### src/rtl/frame_io_pkg.sv
// Shared definitions for the frame I/O DMA and the pixel renderer:
// FSM encoding, default addresses and the object-table layout.
package frame_io_pkg;

  localparam logic [2:0] S_IDLE     = 3'd0;
  localparam logic [2:0] S_WRITE_IN = 3'd1;
  localparam logic [2:0] S_READ     = 3'd2;
  localparam logic [2:0] S_DRAIN    = 3'd3;
  localparam logic [2:0] S_COMMIT   = 3'd4;

  typedef enum logic [2:0] {
    StIdle    = S_IDLE,
    StWriteIn = S_WRITE_IN,
    StRead    = S_READ,
    StDrain   = S_DRAIN,
    StCommit  = S_COMMIT
  } dma_state_e;

  localparam logic [15:0] DEF_BASE_ADDR  = 16'hFF00;
  localparam logic [15:0] DEF_INPUT_ADDR = 16'hFEFF;
  localparam int unsigned DEF_NUM_WORDS  = 6;

  // Object-table word indices, shared with the renderer.
  localparam int unsigned IDX_PADL_Y  = 0;
  localparam int unsigned IDX_PADR_Y  = 1;
  localparam int unsigned IDX_BALL_X  = 2;
  localparam int unsigned IDX_BALL_Y  = 3;
  localparam int unsigned IDX_SCORE_L = 4;
  localparam int unsigned IDX_SCORE_R = 5;

  function automatic logic [15:0] btn_word(input logic [3:0] btn);
    return {12'b0, btn};
  endfunction

endpackage

### src/rtl/sync_2ff.sv
// Parameterised-width two-flop synchronizer with asynchronous active-low reset.
module sync_2ff #(
  parameter int unsigned Width = 1
) (
  input  logic             clk_i,
  input  logic             rst_ni,
  input  logic [Width-1:0] d_i,
  output logic [Width-1:0] q_o
);

  logic [Width-1:0] meta_d, meta_q;
  logic [Width-1:0] sync_d, sync_q;

  always_comb begin
    meta_d = d_i;
    sync_d = meta_q;
  end

  always_ff @(posedge clk_i or negedge rst_ni) begin
    if (!rst_ni) begin
      meta_q <= '0;
      sync_q <= '0;
    end else begin
      meta_q <= meta_d;
      sync_q <= sync_d;
    end
  end

  assign q_o = sync_q;

endmodule

### src/rtl/frame_io_dma.sv
// Per-frame BRAM port-B engine: posts the button word to the input mailbox on vblank,
// burst-reads the object table and commits it to the renderer as one atomic bundle.
module frame_io_dma
  import frame_io_pkg::*;
#(
  parameter logic [15:0] BASE_ADDR  = DEF_BASE_ADDR,
  parameter int unsigned NUM_WORDS  = DEF_NUM_WORDS,
  parameter logic [15:0] INPUT_ADDR = DEF_INPUT_ADDR
) (
  input  logic                    clk,
  input  logic                    reset,
  input  logic                    vblank_start,
  input  logic [3:0]              buttons,
  input  logic [15:0]             q_b,
  output logic [15:0]             addr_b,
  output logic [15:0]             data_b,
  output logic                    we_b,
  output logic [16*NUM_WORDS-1:0] obj_words,
  output logic                    frame_valid,
  output logic                    busy,
  output logic                    overrun
);

  if (NUM_WORDS < 1 || NUM_WORDS > 16) begin : gen_bad_num_words
    $error("frame_io_dma: NUM_WORDS must be in 1..16");
  end

  localparam int unsigned IdxW = (NUM_WORDS > 1) ? $clog2(NUM_WORDS) : 1;
  localparam logic [IdxW-1:0] LastIdx = IdxW'(NUM_WORDS - 1);

  typedef logic [NUM_WORDS-1:0][15:0] table_t;

  dma_state_e      state_d, state_q;
  logic [IdxW-1:0] idx_d, idx_q;
  logic [15:0]     addr_d, addr_q;
  logic [15:0]     data_d, data_q;
  logic            we_d, we_q;
  logic            fv_d, fv_q;
  table_t          shadow_d, shadow_q;
  table_t          obj_d, obj_q;
  logic [3:0]      btn_sync;

  sync_2ff #(
    .Width (4)
  ) u_btn_sync (
    .clk_i  (clk),
    .rst_ni (reset),
    .d_i    (buttons),
    .q_o    (btn_sync)
  );

  // Port-B outputs are registered, so they are computed from the state being entered.
  always_comb begin
    state_d  = state_q;
    idx_d    = idx_q;
    addr_d   = addr_q;
    data_d   = data_q;
    we_d     = 1'b0;
    fv_d     = 1'b0;
    shadow_d = shadow_q;
    obj_d    = obj_q;

    unique case (state_q)
      StIdle: begin
        if (vblank_start) begin
          state_d = StWriteIn;
          addr_d  = INPUT_ADDR;
          data_d  = btn_word(btn_sync);
          we_d    = 1'b1;
        end
      end
      StWriteIn: begin
        state_d = StRead;
        idx_d   = '0;
        addr_d  = BASE_ADDR;
      end
      StRead: begin
        // q_b lags addr_b by one cycle, so it belongs to the previous index.
        if (idx_q != '0) begin
          shadow_d[idx_q - 1'b1] = q_b;
        end
        if (idx_q == LastIdx) begin
          state_d = StDrain;
        end else begin
          idx_d  = idx_q + 1'b1;
          addr_d = BASE_ADDR + 16'(idx_q) + 16'd1;
        end
      end
      StDrain: begin
        shadow_d[LastIdx] = q_b;
        // Whole table lands on one edge together with the frame_valid pulse.
        obj_d   = shadow_d;
        fv_d    = 1'b1;
        state_d = StCommit;
      end
      StCommit: begin
        state_d = StIdle;
      end
      default: begin
        state_d = StIdle;
      end
    endcase
  end

  always_ff @(posedge clk or negedge reset) begin
    if (!reset) begin
      state_q  <= StIdle;
      idx_q    <= '0;
      addr_q   <= '0;
      data_q   <= '0;
      we_q     <= 1'b0;
      fv_q     <= 1'b0;
      shadow_q <= '0;
      obj_q    <= '0;
    end else begin
      state_q  <= state_d;
      idx_q    <= idx_d;
      addr_q   <= addr_d;
      data_q   <= data_d;
      we_q     <= we_d;
      fv_q     <= fv_d;
      shadow_q <= shadow_d;
      obj_q    <= obj_d;
    end
  end

  assign addr_b      = addr_q;
  assign data_b      = data_q;
  assign we_b        = we_q;
  assign obj_words   = obj_q;
  assign frame_valid = fv_q;
  assign busy        = (state_q != StIdle);
  assign overrun     = vblank_start & busy;

endmodule

### config.mk
export PLATFORM = sky130hd
export DESIGN_NAME = frame_io_dma
export DESIGN_NICKNAME = d
export VERILOG_FILES = /design/src/rtl/frame_io_pkg.sv /design/src/rtl/sync_2ff.sv /design/src/rtl/frame_io_dma.sv
export SDC_FILE = /design/constraint.sdc
export NUM_CORES = 1
export LEC_CHECK = 0
export ABC_CLOCK_PERIOD_IN_PS = 2100
export BUFFER_PORTS_ARGS = -buffer_cell sky130_fd_sc_hd__buf_2
export CORE_MARGIN = 2
export CORE_UTILIZATION = 45
export DETAILED_ROUTE_END_ITERATION = 10
export PLACE_DENSITY = 0.69
export SLEW_MARGIN = 25
export SYNTH_ARGS = -nofsm -noshare
export SYNTH_HDL_FRONTEND = slang
export SYNTH_HIERARCHICAL = 1
export SYNTH_SLANG_ARGS = --single-unit
export TNS_END_PERCENT = 10
### constraint.sdc
create_clock -name clk -period 2.1 [get_ports clk]
set_clock_uncertainty 0.2 [all_clocks]
set_input_delay 0.21 -clock clk [delete_from_list [all_inputs] [get_ports clk]]
set_output_delay 0.21 -clock clk [all_outputs]
set_load 0.02 [all_outputs]
; Word level (Yosys, flattened, before mapping)
; Cells that the tools add are included.
; W data, S select, Z words.
[totals]
wordCells = 64
regBits = 228
inputBits = 23
output_inout_bits = 132
[classes]
order_cmp = 2
n_addsub = 4
eq_ne = 8
reduce_logical = 13
bitwise_logic = 1
n_mux = 16
[ops]
columns = op, count
row1 = $bwmux W96, 1
row2 = $mux W96, 1
row3 = $demux W16 S3, 1
row4 = $mux W16, 3
row5 = $pmux W16 S3, 1
row6 = $pmux W16 S2, 1
row7 = $pmux W3 S4, 1
row8 = $add A10 B2 Y11 const B, 1
row9 = $add A9 B4 Y10 const A, 1
row10 = $reduce_and A2 Y1, 5
row11 = $mux W3, 3
row12 = $reduce_bool A3 Y1, 3
row13 = $ne A2 B2 Y1 const B, 4
row14 = $eq A3 B2 Y1 const B, 2
row15 = $pmux W3 S2, 1
row16 = $lt A3 B4 Y1 const B, 1
row17 = $reduce_bool A2 Y1, 2
row18 = $add A3 B1 Y3 const B, 1
row19 = $eq A3 B1 Y1 const B, 1
row20 = $eq A3 B3 Y1 const B, 1
row21 = $ge A3 B1 Y1 const B, 1
row22 = $logic_not A3 Y1, 1
row23 = $mux W1, 3
row24 = $reduce_and A3 Y1, 1
row25 = 3 further kinds, 3

; Logic depth before layout (Yosys ltp)
; Gate-level depths: netlist of the first run.
[logic_depth]
word_depth = 8
depth_mapped = 8
mapped_depth_nobuf = 5

; By module
; The synthesis of the first run kept the hierarchy.
[modules_own_cells]
columns = module, area_each_um2, n_inst, seq_area_each_um2, cells_each
row1 = frame_io_dma, 7733.7, 1, 4879.7, 481
row2 = sync_2ff, 200.2, 1, 200.2, 8

; Worst setup path before layout of the first run
; OpenSTA, ideal clock, no wires.
[synth_timing]
kind = reg-to-reg
from = register idx_q[0]
to = register shadow_q[46] (netlist name)
path_buffers = 2
slack_ps = -112
stages_incl_launch_ff = 8
period_less_slack_ps = 2212
required_time_ps = 1772
setup_ps = 128
arrival_time_ps = 1885
path_cell_list = dfrtp_1 -> inv_1 -> ha_1 -> nor3_2 -> o211a_1 -> buf_6 -> buf_6 -> mux2_1
[synth_via]
elab_chain_len = 6
elab_cells_between_ends = 9
cone_classes = add/sub (1) / order compare (2) / mux (3) / reduce/logical (3)
[synth_rtl]
columns = element, line
row1 = from (decl), frame_io_dma.sv:34  ; logic [IdxW-1:0] idx_d, idx_q;
row2 = from (signal assigned), frame_io_dma.sv:117  ; idx_q <= idx_d;
row3 = $sub A3 B1 Y3, frame_io_dma.sv:80  ; shadow_d[idx_q - 1'b1] = q_b;
row4 = $lt A3 B4 Y1 (not written as such) or $ge A3 B1 Y1 (tied branches), frame_io_dma.sv:80
row5 = $logic_and A1 B1 Y1 (not written as such), frame_io_dma.sv:80
row6 = $mux W16 (not written as such), frame_io_dma.sv:80
row7 = $demux W16 S3, frame_io_dma.sv:80
row8 = $bwmux W96, frame_io_dma.sv:80
row9 = to (signal assigned), frame_io_dma.sv:122  ; shadow_q <= shadow_d;
row10 = to (decl), frame_io_dma.sv:39  ; table_t shadow_d, shadow_q;
; Parallel ways exist; a longest one is shown, timed or not.
; A chain may end at the register's enable or synchronous reset.

; Worst setup path in the final report of the first run
[layout_timing]
from = register idx_q[1]
to = register shadow_q[34] (netlist name)
; The elaborated chain is that of the path after synthesis.

==> summary.md, run 1 <==
| Metric | Value |
|---|---|
| DR iter-0 viols | 111 |
| # setup viols final | 0 |
| Sequential Power Share | 0.404 |
| P_sw | 5.59 mW |
| Post-synthesis register bit count | 203 |
| Tightest Hold Check Type | in2async |
| Primary FF master, synth | dfrtp_1 |
| Vias in the first global route | 4,878 |
| CTS tree | yes |
| Layout cells sized above 1 | 0.570 |
| Synth Area per Inst | 16.2 um2 |
| Synth area leaders | dfrtp_1, mux2_2, buf_4 |
| Max Buffers Root-to-Sink | 3 |
| Hold Vio Cnt, Final | 0 |
| Wire length per cell | 17.6 um |
| Die ar. | 18,700 um2 |
| Leak | roughly 4.8 nW |
| Post-DRT Antenna Nets | 0 |
| Ant. Diodes | 0 |
| Synth Area in Compound Gates | 0.0263 |
| Clock network power share | 0.224 |
| Crit start category | register |
| Pwr Density | between 1500 and 2000 nW/um2 |
| Routed vias/inst | 4.97 |
| Final Max Slew Viols | 0 |
| Status | completed |
| Mapped cell area | 7930 um2 |
| Starting Density | 0.459 |
| Synth Instances | 489 |
| Count leader, synth | dfrtp_1 |
| DR vias | 4,551 |
| Synth top area share | 0.640 |
| XOR/XNOR Fraction of Synth Area | 0.00110 |
| Placed cell areas | 8960 um2 |
| Post-synth EDFFs | 0 |
| Final net count | 704 |
| Distinct cells, synth | 42 |
| Asr flop ratio synth | 1.00 |
| Largest family of logic cells by synthesized area | multiplexers |
| First-pass GRT wire length | around 26,000 um |
| Top cell type by total area after synthesis | dfrtp_1 |
| RSZ-0062 raised after global routing | true |
| Worst VDD drop | 0.853 mV |
| Core ar. | between 15,000 and 20,000 um2 |
| Drt total wl | 16,100 um |
| Crit path DAT | about 2.2 ns |
| Total of max-cap violations | 0 |
| Worst path required time | 2.27 ns |
| Synth warn | 6 |
| DR DRC count | 0 |
| I/O pins | roughly 160 |
| Root Buffer | clkbuf_16 |
| Synth Area in Adders | 0.00631 |
| H-tree Lvls | 1 |
| Input/output buffers | about 140 |
| Crit path kind | reg2reg |
| Seq/Total Area, Yosys | 0.640 |
| Register Area | 5080 um2 |
| Gr usage total | 0.175 |
| Sw frac | 0.337 |
| Fin crit period | 2.06 ns |
| Die Width | 137 um |
| Simple-gate area share of the yosys netlist | 0.0202 |
| Initial antenna violation count | 0 |
| Worst-path maximum fanout | 6 |
| Detailed Routing Iterations Pass 1 | 4 |
| Worst-Skew Late Latency | 0.49 ns |
| CTS buffer count | 21 |
| Layout area overhead | 25.7% |
| Total grt overflow | 0 |
| Filler cell count | 1,390 |
| Internal power | 11.0 mW |
| Die Y | 137 um |
| Placer Congestion | 0.819 |
| Top achievable clock speed | 485 MHz |
| PnR Total Power | 16.6 mW |
| Setup TNS | 0 ns |
| Final cycle utilization of the critical path | 0.982 |
| Detail Placement HPWL | around 11,000 um |
| Fin Hold WS | 0.0732 ns |
| Comb power frac | 0.373 |
| Clock sink count | 203 |
| Crit. End Element | register |
| Largest net degree at the start of global routing | 57 |
| Fin area | 9970 um2 |
| Synth cell count leaders | dfrtp_1, mux2_2, buf_4 |
| Multi-input logic area | 2600 um2 |
| Multiplexer share of the synthesized area | 0.262 |
| Clk slew on worst S/H paths | 0.06 ns |
| Row cnt | 48 |
-- area by class of cell --
cell class                      count  share of cell area
Clock buffer                       32              0.0629
Clock inverter                      4             0.00703
Inverter                            9             0.00339
Multi-Input combinational cell    245               0.261
Sequential cell                   203               0.510
Tap cell                          225              0.0282
Timing Repair Buffer              197               0.128
-- registers in the layout, indices dropped and copies added, names as in the netlist --
signal	count
state_q	3
u_btn_sync/meta_q	4
idx_q	3
data_b	4
frame_valid	1
shadow_q	80
u_btn_sync/q_o	4
we_b	1
obj_words	96
addr_b	7
-- worst max-delay path, cell delays in order (launching register included) --
cell,delay (ns)
dfrtp_1,0.41
inv_2,0.10
ha_4,0.19
nor3_4,0.26
o211a_1,0.27
buf_4,0.18
mux2_2,0.33
-- logic make-up after synthesis --
| logic type | count (synthesis) |
|---|---|
| mux | 182 |
| buf+inv | 52 |
| flops | 203 |
| xor+xnor | 1 |
| other cells | 1 |
| simple gates | 22 |
| compound gates | 24 |
| fa+ha+maj | 4 |
-- power groups by stage --
stage / clock network, mW / logic, mW / registers [mW]
after floorplan: 0 / 2.93 / 7.79
after global placement: 0 / 5.84 / 6.67
after detailed placement: 0 / 6.00 / 6.77
after CTS: 3.81 / 6.17 / 6.71
after global routing: 3.99 / 6.65 / 6.93
final: 3.71 / 6.18 / 6.69
-- layout by cell type (no fill, tap or decap), drive strengths merged, types with 2 or more instances in the layout --
cell,synthesis,final
a21oi,4,4
a2bb2oi,2,2
and2,3,3
buf,41,174
bufinv,0,2
clkbuf,2,33
clkinv,0,2
conb,1,12
dfrtp,203,203
dlygate4sd3,0,22
ha,4,4
inv,9,9
mux2,181,181
nand2,3,3
nand2b,2,2
nor2b,3,3
nor3,3,3
nor3b,2,2
o211a,2,2
o211ai,3,3
o22ai,3,3
o31ai,2,2
o32a,2,2
-- per-layer routing --
layer,vias to the layer above,share of wire,GRT usage
li1,2068,-,-
met2,133,0.48,0.290
met3,36,0.067,0.0463
met4,0,0.023,0.0533
met1,2314,0.43,0.227
met5,-,0,0
-- metrics by stage --
stage               setup WS (ns)  utilization  instances
floorplan                 0.00653            -        500
global placement           0.0710        0.518        851
detailed placement       -0.00371        0.518        851
CTS                      -0.00735        0.575        914
global route              -0.0230        0.577        915
finish                     0.0383        0.577        915
-- path summary, 6_finish.rpt --
kind | startpoint | to | slack (ns) | cells after the start
max reg2reg | idx_q[1]$_DFFE_PN0P_ | shadow_q[34]$_DFFE_PN0P_ | 0.04 | 6
min reg2reg | u_btn_sync/meta_q[3]$_DFF_PN0_ | u_btn_sync/q_o[3]$_DFF_PN0_ | 0.15 | 0
max in group asynchronous | reset | obj_words[24]$_DFFE_PN0P_ | 0.94 | 3
min | reset | addr_b[1]$_DFFE_PN0P_ | 0.07 | 2
min in group clk | u_btn_sync/meta_q[3]$_DFF_PN0_ | u_btn_sync/q_o[3]$_DFF_PN0_ | 0.15 | 0
max | idx_q[1]$_DFFE_PN0P_ | shadow_q[34]$_DFFE_PN0P_ | 0.04 | 6
-- what timing repair did --
item                       4_1_cts  5_1_grt
setup buffers                    5        1
pin swaps                        3        3
setup endpoints to repair       13       58
gates resized for setup          9        5
hold endpoints to repair       305        0
hold buffers                    22        0
Power figures use the tool's default switching activity.
==> run 2, diff against run 1 <==
--- a/config.mk
+++ b/config.mk
@@ -10,7 +10,7 @@
 export CORE_MARGIN = 2
 export CORE_UTILIZATION = 45
 export DETAILED_ROUTE_END_ITERATION = 10
-export PLACE_DENSITY = 0.69
+export PLACE_DENSITY_LB_ADDON = 0.08
 export SLEW_MARGIN = 25
 export SYNTH_ARGS = -nofsm -noshare
 export SYNTH_HDL_FRONTEND = slang
==> run 2 against run 1 <==
Effect of this change:
- maximum frequency barely moved
- worst setup slack barely moved
- count of clock-buffer cells in the layout fell by 1
- highest routed layer unchanged
- hold slack improved by 0.040 ns
- largest power group unchanged
- sequential share of layout area rose by 0.36 points
- sequential power barely moved
- routed wire length fell by 1.0%
- flip-flop and latch count did not move
- via count fell by 0.57%
- cell count fell by 0.44%
==> summary.md, run 2 (synthesized netlist as in run 1, its figures left out) <==
| Metric | Value |
|---|---|
| Max Buffers Root-to-Sink | 3 (unchanged) |
| DR DRC count | 0 (unchanged) |
| Metal2 WL | 7830 um (+2.3%) |
| Vias in the first global route | 4,764 (-2.3%) |
| Slowest cell on crit path | dfrtp_2 |
| Tightest Hold Check Type | in2async |
| Commonest cells after routing, fill and taps aside | dfrtp_1, mux2_2, buf_2 |
| Worst-Skew Late Latency | 0.48 ns (about the same) |
| H-tree Lvls | 1 (unchanged) |
| Placer Congestion | 0.815 (-0.57%) |
| Gr usage total | 0.175 (about the same) |
| Hold Vio Cnt, Final | 0 (unchanged) |
| Final setup margin | 0.0385 ns (+0.000184 ns) |
| Post-DRT Antenna Nets | 0 (unchanged) |
| Final cycle utilization of the critical path | 0.982 (about the same) |
| Detailed Routing Iterations Pass 1 | 4 (unchanged) |
| Family with the most delay on the worst path | simple AND/OR/NAND/NOR gates |
| Leak | 4.71 nW (-0.84%) |
| Fin Hold WS | 0.113 ns (+0.0400 ns) |
| DR iter-0 viols | 110 (-0.90%) |
| Wire length per cell | 17.5 um (-0.57%) |
| Top sig layer | met4 |
| Pwr Density | 1640 nW/um2 (-1.5%) |
| Crit. End Element | output port |
| Clk slew on worst S/H paths | 0.06 ns (about the same) |
| Dpl ws | 0.0241 ns (+0.0278 ns) |
| Drt total wl | 15,900 um (-1.0%) |
| First-pass GRT wire length | 25,600 um (+0.16%) |
| Routed vias/inst | 4.97 (-0.13%) |
| Total grt overflow | 0 (unchanged) |
| Final net count | 700 (-0.57%) |
| Row cnt | 48 (unchanged) |
| CTS buffer count | 21 (unchanged) |
| Initial antenna violation count | 0 (unchanged) |
| Metal3 WL | 878 um (-18%) |
| # setup viols final | 0 (unchanged) |
| Input/output buffers | 142 (unchanged) |
| Worst-path maximum fanout | 7 (+1) |
| Root Buffer | clkbuf_16 |
| DR vias | 4,525 (-0.57%) |
| Status | completed |
| CTS tree | yes |
| Crit path DAT | 1.65 ns (-0.58 ns) |
| Actual slew at the worst max-slew pin | 0.555 ns |
| Clock sink count | 203 (unchanged) |
| Layout area overhead | 24.8% |
| Worst path buffer plus inverter count | 1 (-1) |
| Die ar. | 18,700 um2 (unchanged) |
| Most common cell after layout, fill and taps aside | dfrtp_1 |
| Crit path cell chain | or3_4 > and2_1 > buf_2 |
| Die Y | 137 um (unchanged) |
| Largest net degree at the start of global routing | 65 (+14%) |
| Starting Density | 0.459 (unchanged) |
| Slowest cell delay on critical path | 0.44 ns (+0.03 ns) |
| Total of max-cap violations | 0 (unchanged) |
| Crit start category | register |
| Relative slew slack | 0.630 |
| I/O pins | 155 (unchanged) |
| WL met1 | 6990 um (about the same) |
| Worst VDD drop | 0.906 mV (+6.2%) |
| Layout cells sized above 1 | 0.561 (-0.00834) |
| Core ar. | 17,300 um2 (unchanged) |
| Die Width | 137 um (unchanged) |
| Number of flip-flops in the largest register | 96 (unchanged) |
| Worst path required time | 1.69 ns (-0.58 ns) |
| Ant. Diodes | 0 (unchanged) |
| Detail Placement HPWL | 10,800 um (+1.2%) |
| Final Max Slew Viols | 0 (unchanged) |
| Fin crit period | 2.06 ns (-0.000184 ns) |
| Crit path kind | reg2out |
| RSZ-0062 raised after global routing | true |
| Top achievable clock speed | 485 MHz (about the same) |
==> run 2: cell count changes in the layout (fill, tap and decap cells not counted), sizes merged <==
| cell | delta |
|---|---|
| buf | -4 |
| bufinv | -1 |
| clkbuf | -1 |
| clkinv | +1 |
| clkinvlp | +1 |
==> run 2: metrics by stage <==
step / instances / TNS [ns] / cell area [um2] / power, mW / utilization
2_1_floorplan: 500 / 0 / 7990 / 10.7 / -
3_3_place_gp: 850 / 0 / 8980 / 12.6 / 0.519
3_5_place_dp: 850 / 0 / 8980 / 12.8 / 0.519
4_1_cts: 908 / 0 / 9850 / 16.4 / 0.569
5_1_grt: 911 / -0.00772 / 9900 / 17.2 / 0.573
6_report: 911 / 0 / 9900 / 16.2 / 0.573
==> run 2: area by class of cell <==
type,instances,area (um2)
Sequential cell,203,5080
Timing Repair Buffer,193,1260
Fill cell,1446,7390
Clock buffer,31,593
Clock inverter,5,52.6
Multi-Input combinational cell,245,2590
Tap cell,225,282
Inverter,9,33.8
==> run 2: power by group <==
part / internal, mW / switching (mW) / total [mW]
Combinational: 2.90 / 3.14 / 6.04
Clock: 2.07 / 1.38 / 3.45
Sequential: 5.74 / 0.981 / 6.72
Total: 10.7 / 5.50 / 16.2
==> run 2: final timing paths <==
kind	from	to	slack [ns]	depth (start not counted)
worst max-delay path	state_q[1]$_DFFE_PN0P_	overrun	0.04	3
worst min-delay path	reset	we_b$_DFF_PN0_	0.11	2
worst max register to register	idx_q[0]$_DFFE_PN0P_	shadow_q[20]$_DFFE_PN0P_	0.10	7
worst min register to register	u_btn_sync/meta_q[0]$_DFF_PN0_	u_btn_sync/q_o[0]$_DFF_PN0_	0.15	0
max in group asynchronous	reset	shadow_q[61]$_DFFE_PN0P_	0.98	3
min in group clk	u_btn_sync/meta_q[0]$_DFF_PN0_	u_btn_sync/q_o[0]$_DFF_PN0_	0.15	0
==> run 2: what timing repair did <==
item                       4_1_cts  5_1_grt
hold buffers                    22        0
buffers inserted                 0        3
setup endpoints to repair        1       54
gates resized for setup          2        8
hold endpoints to repair       273        0
cloned                           0        0
pin swaps                        0        2
==> run 2: metal layers <==
metal / vias up / GRT usage
li1: 2065 / -
met1: 2324 / 0.231
met2: 116 / 0.299
met3: 20 / 0.0363
met4: 0 / 0.0395
met5: - / 0
==> run 3, diff against run 2 <==
--- a/config.mk
+++ b/config.mk
@@ -14,6 +14,5 @@
 export SLEW_MARGIN = 25
 export SYNTH_ARGS = -nofsm -noshare
 export SYNTH_HDL_FRONTEND = slang
-export SYNTH_HIERARCHICAL = 1
 export SYNTH_SLANG_ARGS = --single-unit
 export TNS_END_PERCENT = 10
==> run 3 against run 2 <==
Effect of this change:
- the run now ends with setup timing left
- synthesized area decreased by 0.25%
- sequential share of layout area shrank 0.23 points
- final area up 0.37%
- maximum frequency shrank 2.4%
- die area fell by 0.24%
- combinational power is 3.6% higher
- highest routed layer unchanged
- register-to-register slack lost 0.11 ns
- synthesized cell count increased by 43%
- utilization up 0.41 points
- total power rose by 3.7%
- critical path depth rose by 1
- first-iteration DRC count grew 120%
==> summary.md, run 3 <==
| Metric | Value |
|---|---|
| Synth cell count leaders | nand2_1, dfrtp_1, mux2_2 |
| Post-synthesis register bit count | 203 (unchanged) |
| Initial antenna violation count | 0 (unchanged) |
| Top achievable clock speed | 473 MHz (-2.4%) |
| Worst-Skew Late Latency | 0.49 ns (about the same) |
| Layout cells sized above 1 | 0.347 (-0.215) |
| DR DRC count | 0 (unchanged) |
| Top cell type by total area after synthesis | dfrtp_1 |
| Hold Vio Cnt, Final | 0 (unchanged) |
| R2R Path Start | state_q[2]$_DFFE_PN0P_ |
| Clk slew on worst S/H paths | 0.05 ns (about the same) |
| Clock sink count | 203 (unchanged) |
| Routed vias/inst | 4.85 (-2.4%) |
| Crit path cell chain | nor3b_4 > nand2_2 > or4_4 > mux2_4 |
| Worst path required time | 2.27 ns (+0.58 ns) |
| Vias in the first global route | 5,528 (+16%) |
| Multi-input logic area | 2590 um2 (-0.19%) |
| Max Buffers Root-to-Sink | 3 (unchanged) |
| Status | finished, violations left |
| Final setup margin | -0.0125 ns (-0.0510 ns) |
| Fin crit period | 2.11 ns (+0.0510 ns) |
| Crit start category | register |
| Placer Congestion | 0.759 (-6.9%) |
| Primary FF master, synth | dfrtp_1 |
| Seq/Total Area, Yosys | 0.642 (+0.00162) |
| Total of max-cap violations | 0 (unchanged) |
| DR vias | 5,385 (+19%) |
| Number of flip-flops in the largest register | 96 (unchanged) |
| Starting Density | 0.459 (about the same) |
| RSZ-0062 raised after global routing | true |
| Synth top area share | 0.642 (+0.00162) |
| I/O pins | 155 (unchanged) |
| CTS buffer count | 22 (+4.8%) |
| Distinct cells, synth | 37 (-12%) |
| Post-Layout Cell Count | 1,111 (+22%) |
| Synth area leaders | dfrtp_1, nand2_1, mux2_2 |
| Slowest cell delay on critical path | 0.66 ns (+0.22 ns) |
| Input/output buffers | 142 (unchanged) |
| Tightest Hold Check Type | in2async |
| Final Max Slew Viols | 0 (unchanged) |
| Ant. Diodes | 0 (unchanged) |
| Relative slew slack | 0.511 (-0.119) |
| Asr flop ratio synth | 1.00 (unchanged) |
| H-tree Lvls | 1 (unchanged) |
| Crit path kind | reg2reg |
| Post-DRT Antenna Nets | 0 (unchanged) |
| Worst-path maximum fanout | 16 (+9) |
| Layout area overhead | 25.6% |
| Largest net degree at the start of global routing | 68 (+4.6%) |
| Final cycle utilization of the critical path | 1.01 (+0.0243) |
| Wire length per cell | 15.9 um (-9.0%) |
| Filler cell count | 1,526 (+5.5%) |
| Commonest cells after routing, fill and taps aside | nand2_1, dfrtp_1, buf_2 |
| Actual slew at the worst max-slew pin | 0.733 ns (+0.178 ns) |
| Post-synth EDFFs | 0 (unchanged) |
| Slowest cell on crit path | or4_4 |
| Gr usage total | 0.193 (+0.0173) |
| Detailed Routing Iterations Pass 1 | 5 (+1) |
| Mapped cell area | 7910 um2 (-0.25%) |
| Core ar. | 17,200 um2 (-0.35%) |
| Total grt overflow | 0 (unchanged) |
| Synth warn | 0 (-6) |
| Fin Hold WS | 0.0398 ns (-0.0734 ns) |
| Register Area | 5080 um2 (about the same) |
| Crit. End Element | register |
| Die Width | 137 um (-0.12%) |
| Failing checks | setup timing |
| Leak | 5.06 nW (+7.5%) |
| # setup viols final | 11 (+11) |
| Synth Area per Inst | 11.3 um2 (-30%) |
| Reg2reg path depth | 4 (-3) |
| Detail Placement HPWL | 11,700 um (+8.3%) |
| Synth Instances | 699 (+43%) |
| Placed insts | 1,050 (+24%) |
| Pwr Density | 1690 nW/um2 (+3.3%) |
| Worst VDD drop | 0.909 mV (+0.32%) |
| Count leader, synth | nand2_1 |
| Row cnt | 48 (unchanged) |
| Drt total wl | 17,700 um (+11%) |
| Slack of the worst reg-to-reg path | -0.01 ns (-0.11 ns) |
| First-pass GRT wire length | 28,400 um (+11%) |
| Reg-to-Reg End | shadow_q[52]$_DFFE_PN0P_ |
| CTS tree | yes |
| Final net count | 898 (+28%) |
| Die ar. | 18,700 um2 (-0.24%) |
| Util after Layout | 0.577 (+0.00410) |
| Most common cell after layout, fill and taps aside | nand2_1 |
| Post-CTS setup buffers | 0 (unchanged) |
| Crit path DAT | 2.29 ns (+0.64 ns) |
| Root Buffer | clkbuf_16 |
| Die Y | 137 um (-0.12%) |
| DR iter-0 viols | 239 (+120%) |
| Setup TNS | -0.0608 ns (-0.0608 ns) |
## run 3: routing by layer
metal	share of wire	GRT usage	wire [um]
met1	0.44	0.259	7810
met2	0.48	0.321	8490
met3	0.053	0.0359	935
met4	0.025	0.0538	449
met5	0	0	0
## run 3: what timing repair did
action	4_1_cts	5_1_grt
pin swaps	0	0
gates resized for setup	1	6
endpoints found under the hold margin	304	0
endpoints found under the setup margin	32	40
hold buffers	22	0
## run 3: worst max-delay path, delay by kind of cell, from the launching register on
kind             cells  cell delay, ns
DFF                  1            0.40
muxes                1            0.35
and+or+nand+nor      3            1.04
## run 3: power breakdown
| group | internal [mW] | switching, mW |
|---|---|---|
| registers | 5.81 | 1.02 |
| clock network | 2.26 | 1.47 |
| logic | 2.58 | 3.67 |
| total | 10.7 | 6.16 |
## run 3: final cells by class
class / count / share of cell area
tap: 225 / 0.0283
sequential: 203 / 0.511
inverter: 9 / 0.00378
timing repair buffer: 191 / 0.125
multi-input combinational: 444 / 0.260
clock buffer: 32 / 0.0653
clock inverter: 7 / 0.00604
## run 3: metrics by stage
step	cell area [um2]	worst slack, ns	power [mW]
3_3_place_gp	8990	0.00439	12.9
4_1_cts	9920	-0.0110	17.0
3_5_place_dp	8990	-0.0387	13.1
2_1_floorplan	8010	-0.185	10.9
6_report	9940	-0.0125	16.8
5_1_grt	9940	-0.0777	17.9
## run 3: cell families (layout without fill, tap and decap cells)
kind of cell / Yosys count / after routing / share of synthesized area
xor+xnor: 2 / 2 / 0.00221
buf+inv: 63 / 239 / 0.0457
mux: 87 / 87 / 0.128
fa+ha+maj: 4 / 4 / 0.00632
flops: 203 / 203 / 0.642
simple gates: 321 / 321 / 0.161
other cells: 1 / 12 / 0.000474
compound gates: 18 / 18 / 0.0139
## run 3: how the worst max path moves through the flow
stage                           startpoint                  endpoint  slack [ns]  cells past startpoint
floorplan             idx_q[0]$_DFFE_PN0P_  shadow_q[21]$_DFFE_PN0P_       -0.19                      8
global placement      idx_q[1]$_DFFE_PN0P_  shadow_q[51]$_DFFE_PN0P_       0.004                      4
detailed placement    idx_q[1]$_DFFE_PN0P_  shadow_q[48]$_DFFE_PN0P_       -0.04                      4
CTS                 state_q[2]$_DFFE_PN0P_  shadow_q[52]$_DFFE_PN0P_       -0.01                      4
global route        state_q[2]$_DFFE_PN0P_  shadow_q[51]$_DFFE_PN0P_       -0.08                      4
finish              state_q[2]$_DFFE_PN0P_  shadow_q[52]$_DFFE_PN0P_       -0.01                      4
